--- src/rtl/filtered_synchronizer_pkg.sv ---
// Shared limits and helpers for the filtered synchronizer and its per-channel glitch filter.
package filtered_synchronizer_pkg;

  localparam int unsigned MAX_WIDTH         = 64;
  localparam int unsigned MIN_STAGES        = 2;
  localparam int unsigned MAX_STAGES        = 8;
  localparam int unsigned MAX_FILTER_CYCLES = 1024;

  // A counter that only ever reaches cycles-1 needs $clog2(cycles) bits, never fewer than one.
  function automatic int unsigned filter_cnt_width(input int unsigned cycles);
    return (cycles < 2) ? 1 : $clog2(cycles);
  endfunction

endpackage

--- src/rtl/glitch_filter.sv ---
// One channel of the filter: a stability counter, the registered output level and
// registered one-cycle edge pulses.
module glitch_filter
  import filtered_synchronizer_pkg::*;
#(
  parameter int unsigned FILTER_CYCLES = 4,
  parameter logic        RESET_BIT     = 1'b0
) (
  input  logic clock,
  input  logic reset,
  input  logic sync,
  output logic data_out,
  output logic rising_edge,
  output logic falling_edge
);

  localparam int unsigned      CNT_W   = filter_cnt_width(FILTER_CYCLES);
  localparam logic [CNT_W-1:0] CNT_MAX = CNT_W'(FILTER_CYCLES - 1);

  logic [CNT_W-1:0] cnt_q, cnt_d;
  logic             out_q, out_d;
  logic             rise_q, rise_d;
  logic             fall_q, fall_d;

  // Any cycle where sync agrees with the output restarts the count, so only an
  // unbroken run of FILTER_CYCLES differing samples moves the output.
  always_comb begin
    cnt_d  = '0;
    out_d  = out_q;
    rise_d = 1'b0;
    fall_d = 1'b0;
    if (sync != out_q) begin
      if (cnt_q == CNT_MAX) begin
        out_d  = sync;
        rise_d = sync;
        fall_d = ~sync;
      end else begin
        cnt_d = cnt_q + CNT_W'(1);
      end
    end
  end

  always_ff @(posedge clock or posedge reset) begin
    if (reset) begin
      cnt_q  <= '0;
      out_q  <= RESET_BIT;
      rise_q <= 1'b0;
      fall_q <= 1'b0;
    end else begin
      cnt_q  <= cnt_d;
      out_q  <= out_d;
      rise_q <= rise_d;
      fall_q <= fall_d;
    end
  end

  assign data_out     = out_q;
  assign rising_edge  = rise_q;
  assign falling_edge = fall_q;

endmodule

--- src/rtl/filtered_synchronizer.sv ---
// Multi-channel level synchronizer: a plain flop chain per channel followed by a
// glitch filter that only passes levels held for FILTER_CYCLES consecutive cycles.
module filtered_synchronizer
  import filtered_synchronizer_pkg::*;
#(
  parameter int unsigned       WIDTH         = 1,
  parameter int unsigned       STAGES        = 2,
  parameter int unsigned       FILTER_CYCLES = 4,
  parameter logic [WIDTH-1:0]  RESET_VALUE   = '0
) (
  input  logic             clock,
  input  logic             reset,
  input  logic [WIDTH-1:0] data_in,
  output logic [WIDTH-1:0] data_out,
  output logic [WIDTH-1:0] rising_edge,
  output logic [WIDTH-1:0] falling_edge
);

  if (WIDTH < 1 || WIDTH > MAX_WIDTH) begin : g_bad_width
    $error("filtered_synchronizer: WIDTH=%0d outside 1..%0d", WIDTH, MAX_WIDTH);
  end
  if (STAGES < MIN_STAGES || STAGES > MAX_STAGES) begin : g_bad_stages
    $error("filtered_synchronizer: STAGES=%0d outside %0d..%0d", STAGES, MIN_STAGES, MAX_STAGES);
  end
  if (FILTER_CYCLES < 1 || FILTER_CYCLES > MAX_FILTER_CYCLES) begin : g_bad_filter
    $error("filtered_synchronizer: FILTER_CYCLES=%0d outside 1..%0d", FILTER_CYCLES, MAX_FILTER_CYCLES);
  end

  for (genvar i = 0; i < WIDTH; i++) begin : g_ch
    // Bare flop chain: nothing may sit between stages or metastability settling time is lost.
    logic [STAGES-1:0] sync_q, sync_d;

    assign sync_d = {sync_q[STAGES-2:0], data_in[i]};

    always_ff @(posedge clock or posedge reset) begin
      if (reset) sync_q <= {STAGES{RESET_VALUE[i]}};
      else       sync_q <= sync_d;
    end

    glitch_filter #(
      .FILTER_CYCLES (FILTER_CYCLES),
      .RESET_BIT     (RESET_VALUE[i])
    ) u_filter (
      .clock        (clock),
      .reset        (reset),
      .sync         (sync_q[STAGES-1]),
      .data_out     (data_out[i]),
      .rising_edge  (rising_edge[i]),
      .falling_edge (falling_edge[i])
    );
  end

endmodule
--- config.mk ---
export PLATFORM = sky130hd
export DESIGN_NAME = filtered_synchronizer
export DESIGN_NICKNAME = d
export VERILOG_FILES = /design/src/rtl/filtered_synchronizer_pkg.sv /design/src/rtl/glitch_filter.sv /design/src/rtl/filtered_synchronizer.sv
export SDC_FILE = /design/constraint.sdc
export NUM_CORES = 1
export LEC_CHECK = 0
export CORE_AREA = 4 4 41 43
export DETAILED_ROUTE_END_ITERATION = 10
export DIE_AREA = 0 0 45 47
export GPL_TIMING_DRIVEN = 1
export SYNTH_ARGS = -nofsm -noshare
export SYNTH_HDL_FRONTEND = slang
export SYNTH_HIERARCHICAL = 1
export SYNTH_SLANG_ARGS = --single-unit
--- constraint.sdc ---
create_clock -name clock -period 1.35 [get_ports clock]
set_clock_uncertainty 0.2 [all_clocks]
set_input_delay 0.27 -clock clock [delete_from_list [all_inputs] [get_ports clock]]
set_output_delay 0.27 -clock clock [all_outputs]
set_load 0.03 [all_outputs]
Yosys cells after proc, flatten, opt, wreduce, memory -nomap -nowiden

Index checks and enable logic that the tools add are counted.

Add/sub/neg operators: 1
Bitwise logic cells: 1
Muxes and demuxes: 6
Reductions and logical operators: 1
Equal/unequal tests: 2

Operators with widths:

| operator                                                       | count |
|---|---|
| 1-bit two-way mux                                              | 4 |
| 2-bit two-way mux                                              | 2 |
| 2-bit by 1-bit adder with 2-bit output (second input constant) | 1 |
| 2-bit == test (second input constant)                          | 1 |
| 2-bit AND reduction                                            | 1 |
| 1-bit inequality test                                          | 1 |
| 1-bit inverter                                                 | 1 |

Output and inout port bits: 3
Flip-flop bits (word level): 7
Word-level logic and storage cells: 16
Input bits: 3

Depth between registers and ports, before layout

Depth after elaboration: 3
Depth in mapped cells: 3
Gate-level depth less buffers: 3

Cells and area by module

The synthesis kept the hierarchy.

Modules (own cells, without submodules):

| module                | seq. area each (um2) | area each (um2) | instances | cells an instance |
|---|---|---|---|---|
| glitch_filter         | 125.1                | 190.2           | 1         | 15 |
| filtered_synchronizer | 50.0                 | 53.8            | 1         | 3 |

Worst setup path after synthesis

No wires, ideal clock.

Path kind: reg-to-reg
Start: reg g_ch[0].u_filter.out_q
End: reg g_ch[0].u_filter.cnt_q[1]
Stages on the path, launching flop included: 3
Buffers on the path: 0
Arrival time: 0.821 ns
Setup time: 0.127 ns
Required time: 1.023 ns
Clock period less this slack: 1.148 ns
Setup slack: 0.202 ns
Path through: dfrtp_1 xnor2_1 nor2b_1

Longest elaborated chain between the ends: 2

Ends and longest elaborated chain:

| item                          | RTL line            | source |
|---|---|---|
| start, declared               | glitch_filter.sv:21 | `logic out_q, out_d;` |
| start signal, assigned        | glitch_filter.sv:51 | `out_q <= out_d;` |
| 1-bit inequality test         | glitch_filter.sv:32 | `if (sync != out_q) begin` |
| 2-bit two-way mux             | glitch_filter.sv:32 |  |
| net g_ch[0].u_filter.cnt_d[1] | glitch_filter.sv:20 | `logic [CNT_W-1:0] cnt_q, cnt_d;` |
| end signal, assigned          | glitch_filter.sv:50 | `cnt_q <= cnt_d;` |
| end, declared                 | glitch_filter.sv:20 |  |

The timed path passes the listed nets, and every way through them passes these cells.
A chain may end at the register's enable or synchronous reset.

Final worst setup path

Start: reg g_ch[0].u_filter.out_q
End: out data_out

RTL lines:

| item          | RTL line                    | source |
|---|---|---|
| end, declared | filtered_synchronizer.sv:14 | `output logic [WIDTH-1:0] data_out,` |

No word-level cell between the ends.

==> out/qor.yml <==
logic_synthesis:
  synth_area_um2: 244
  synthCells: 18
  ys_seq_area_share_pct: 71.8
  syn_avg_cell_area_um2: 13.6
  yosys_warnings: 6
  synth_top_area_share_pct: 71.8
  synth-seq-cells: 7
  syn-num-nets: 22
  synth_area_leader_cell: "dfrtp_1"
  synthTopCellsByArea: "dfrtp_1 (72%), ha_1 (5.1%), inv_1 (4.6%), nor3_2 (4.1%), xnor2_1 (3.6%)"
  synth_cell_types: 10
power:
  ir_drop_v: 0.000619
  power_frac_clock_pct: 29.6
  p_comb_share_pct: 24.6
  switching_power_mw: 0.190
  seqPwrFrac_pct: 45.8
  swShare_pct: 30.2
  intPower_mw: 0.438
  pwr_density_cell_nw_per_um2: 1840
  p_leak_nw: 0.169
run:
  drv_cap: 0
drt:
  vias: 158
  ant_nets: 0
  viasPerCell: 3.67
  drt-pass1-iter-count: 2
  routedWlPerCell_um: 8.67
  wirelength_um: 373
  drt_iter0_drc: 2
  drcViolationCount: 0
floorplan:
  die-area_um2: 2120
  rows: 13
  initial_utilization_pct: 18.8
  ios: 6
  fp.dieW_um: 45
  core-area_um2: 1300
  fp.dieH_um: 47
min_path:
  hold_path.class: "flop to flop"
cells_and_area:
  area_growth_pct: 40.0
  antenna_cells: 0
  final_nets: 33
  mostFrequentLayoutCells: "dfrtp_1 (7), inv_1 (3), clkbuf_4 (3), buf_4 (3), clkdlybuf4s50_1 (2)"
  fin_cells: 43
  layout-drive-gt1-share_pct: 25.0
  final_common_cell: "dfrtp_1"
  fillers: 149
sta:
  grt_setup_unrepaired: "no"
  hold_viol_final: 0
  finalMaxSlewViolations: 0
  max_slew_margin_pct: 85.7
  final.setup.tns_ps: 0
  final.min_clock_period_ps: 1320
  setup_viol: 0
  worst_pin_slew_ps: 214
  fin_crit_sh_pct: 97.4
  fmax_ghz: 0.760
  whs_ps: 155
grt:
  grt_pass1_wl_um: 634
  grt-ovfl-total: 0
  grt_usage_pct: 4.78
  grt_pass1_vias: 176
  antenna_found_initial: 0
  grt_max_degree: 6
worst_setup_path:
  worstSetupStartpointType: "flop"
  cpPeakStageDelay_ps: 410
  critical_path_arrival_ps: 850
  cp_data_required_time_ps: 880
  cp_top_family: "flip-flops"
  path_cells: "buf_4"
  cp_num_buf_inv: 1
  crit_slowest_cell: "dfrtp_1"
  end_kind: "primary output"
  crit_type: "flop to primary output"
  critPathMaxFanout: 4
placed_design:
  io_buffers: 5
  dp_cells: 38
  dp_hpwl_um: 289
  place_congestion: 0.557
clock_network:
  clock_latency_ps: 240
  cts.path.max_buffers: 2
  cts_tree: "done"
  cts_setup_buffers: 0
  htree_num_levels: 1
  cts_resized: 0
  clkSlewWorstSetupHoldPaths_ps: 50
  cts-buffers-inserted: 3
  clock-sinks: 7
  cts_root_buf: "clkbuf_4"
run_status:
  status: "completed"
## power by group through the flow
stage	logic, mW	registers [mW]	clock network, mW
global placement	0.151	0.288	0
detailed placement	0.156	0.292	0
floorplan	0.0746	0.318	0
CTS	0.159	0.289	0.195
finish	0.154	0.287	0.186
global route	0.171	0.293	0.201
## state kept, by name (all words and copies together) (netlist names)
name	flops
g_ch.u_filter/rising_edge	1
g_ch.u_filter/cnt_q	2
g_ch.u_filter/data_out	1
g_ch.sync_q	2
g_ch.u_filter/falling_edge	1
## synthesized netlist by cell type
cell and n:
nor2_1 1, nor3_2 1, xnor2_1 1, o21ai_0 1, nand2_1 1, nor2b_1 1, inv_1 3, dfrtp_1 7
ha_1 1, nor3b_1 1
## cell families (layout without fill, tap and decap cells)
kind of cell,after synthesis,in the layout,share of synthesized area [%]
AND/OR/NAND/NOR,5,5,12.8
adder cells (fa/ha/maj),1,1,5.13
AO/OA/AOI/OAI,1,1,2.05
buffers and inverters,3,13,4.62
XOR/XNOR,1,1,3.59
flip-flops,7,7,71.8
## metrics by stage
step | setup WS, ps | instance area (um^2) | total power [mW] | util, %
after global routing | 10.9 | 342 | 0.666 | 26.3
after global placement | 236 | 305 | 0.439 | 23.5
after CTS | 27.2 | 342 | 0.642 | 26.3
after floorplan | 202 | 244 | 0.393 | -
final | 34.4 | 342 | 0.628 | 26.3
after detailed placement | 222 | 305 | 0.448 | 23.5
## worst paths after layout
kind                                                start                         to  slack (ps)  cells past startpoint
worst min register to register          g_ch[0].sync_q[0]          g_ch[0].sync_q[1]         160                      0
min in group asynchronous                           reset          g_ch[0].sync_q[0]         540                      3
worst max register to register  g_ch[0].u_filter/cnt_q[0]  g_ch[0].u_filter/data_out         200                      3
worst max-delay path            g_ch[0].u_filter/data_out                   data_out          30                      1
worst min-delay path                    g_ch[0].sync_q[0]          g_ch[0].sync_q[1]         160                      0
max in group asynchronous                           reset  g_ch[0].u_filter/cnt_q[1]         190                      3
## routing by layer
metal | wire length (um) | part of all wire, % | GRT usage, % | up-vias
met2 | 159 | 43 | 5.93 | 6
li1 | - | - | - | 75
met3 | 38 | 10 | 2.68 | 2
met4 | 5 | 1.3 | 7.02 | 0
met5 | 0 | 0 | 0 | -
met1 | 170 | 46 | 4.66 | 75
## repair_timing
item                                    CTS  global route
hold buffers                              1             0
endpoints found under the setup margin    0             0
endpoints found under the hold margin     2             0
## layout make-up
class	instances	area [um^2]	area share (%)
repair buffers	6	52.6	15.4
multi-input cells	8	57.6	16.8
well taps	15	18.8	5.49
inverters	3	11.3	3.30
clock buffers	4	26.3	7.69
flip-flops and latches	7	175	51.3
(Power assumes the default switching activity.)
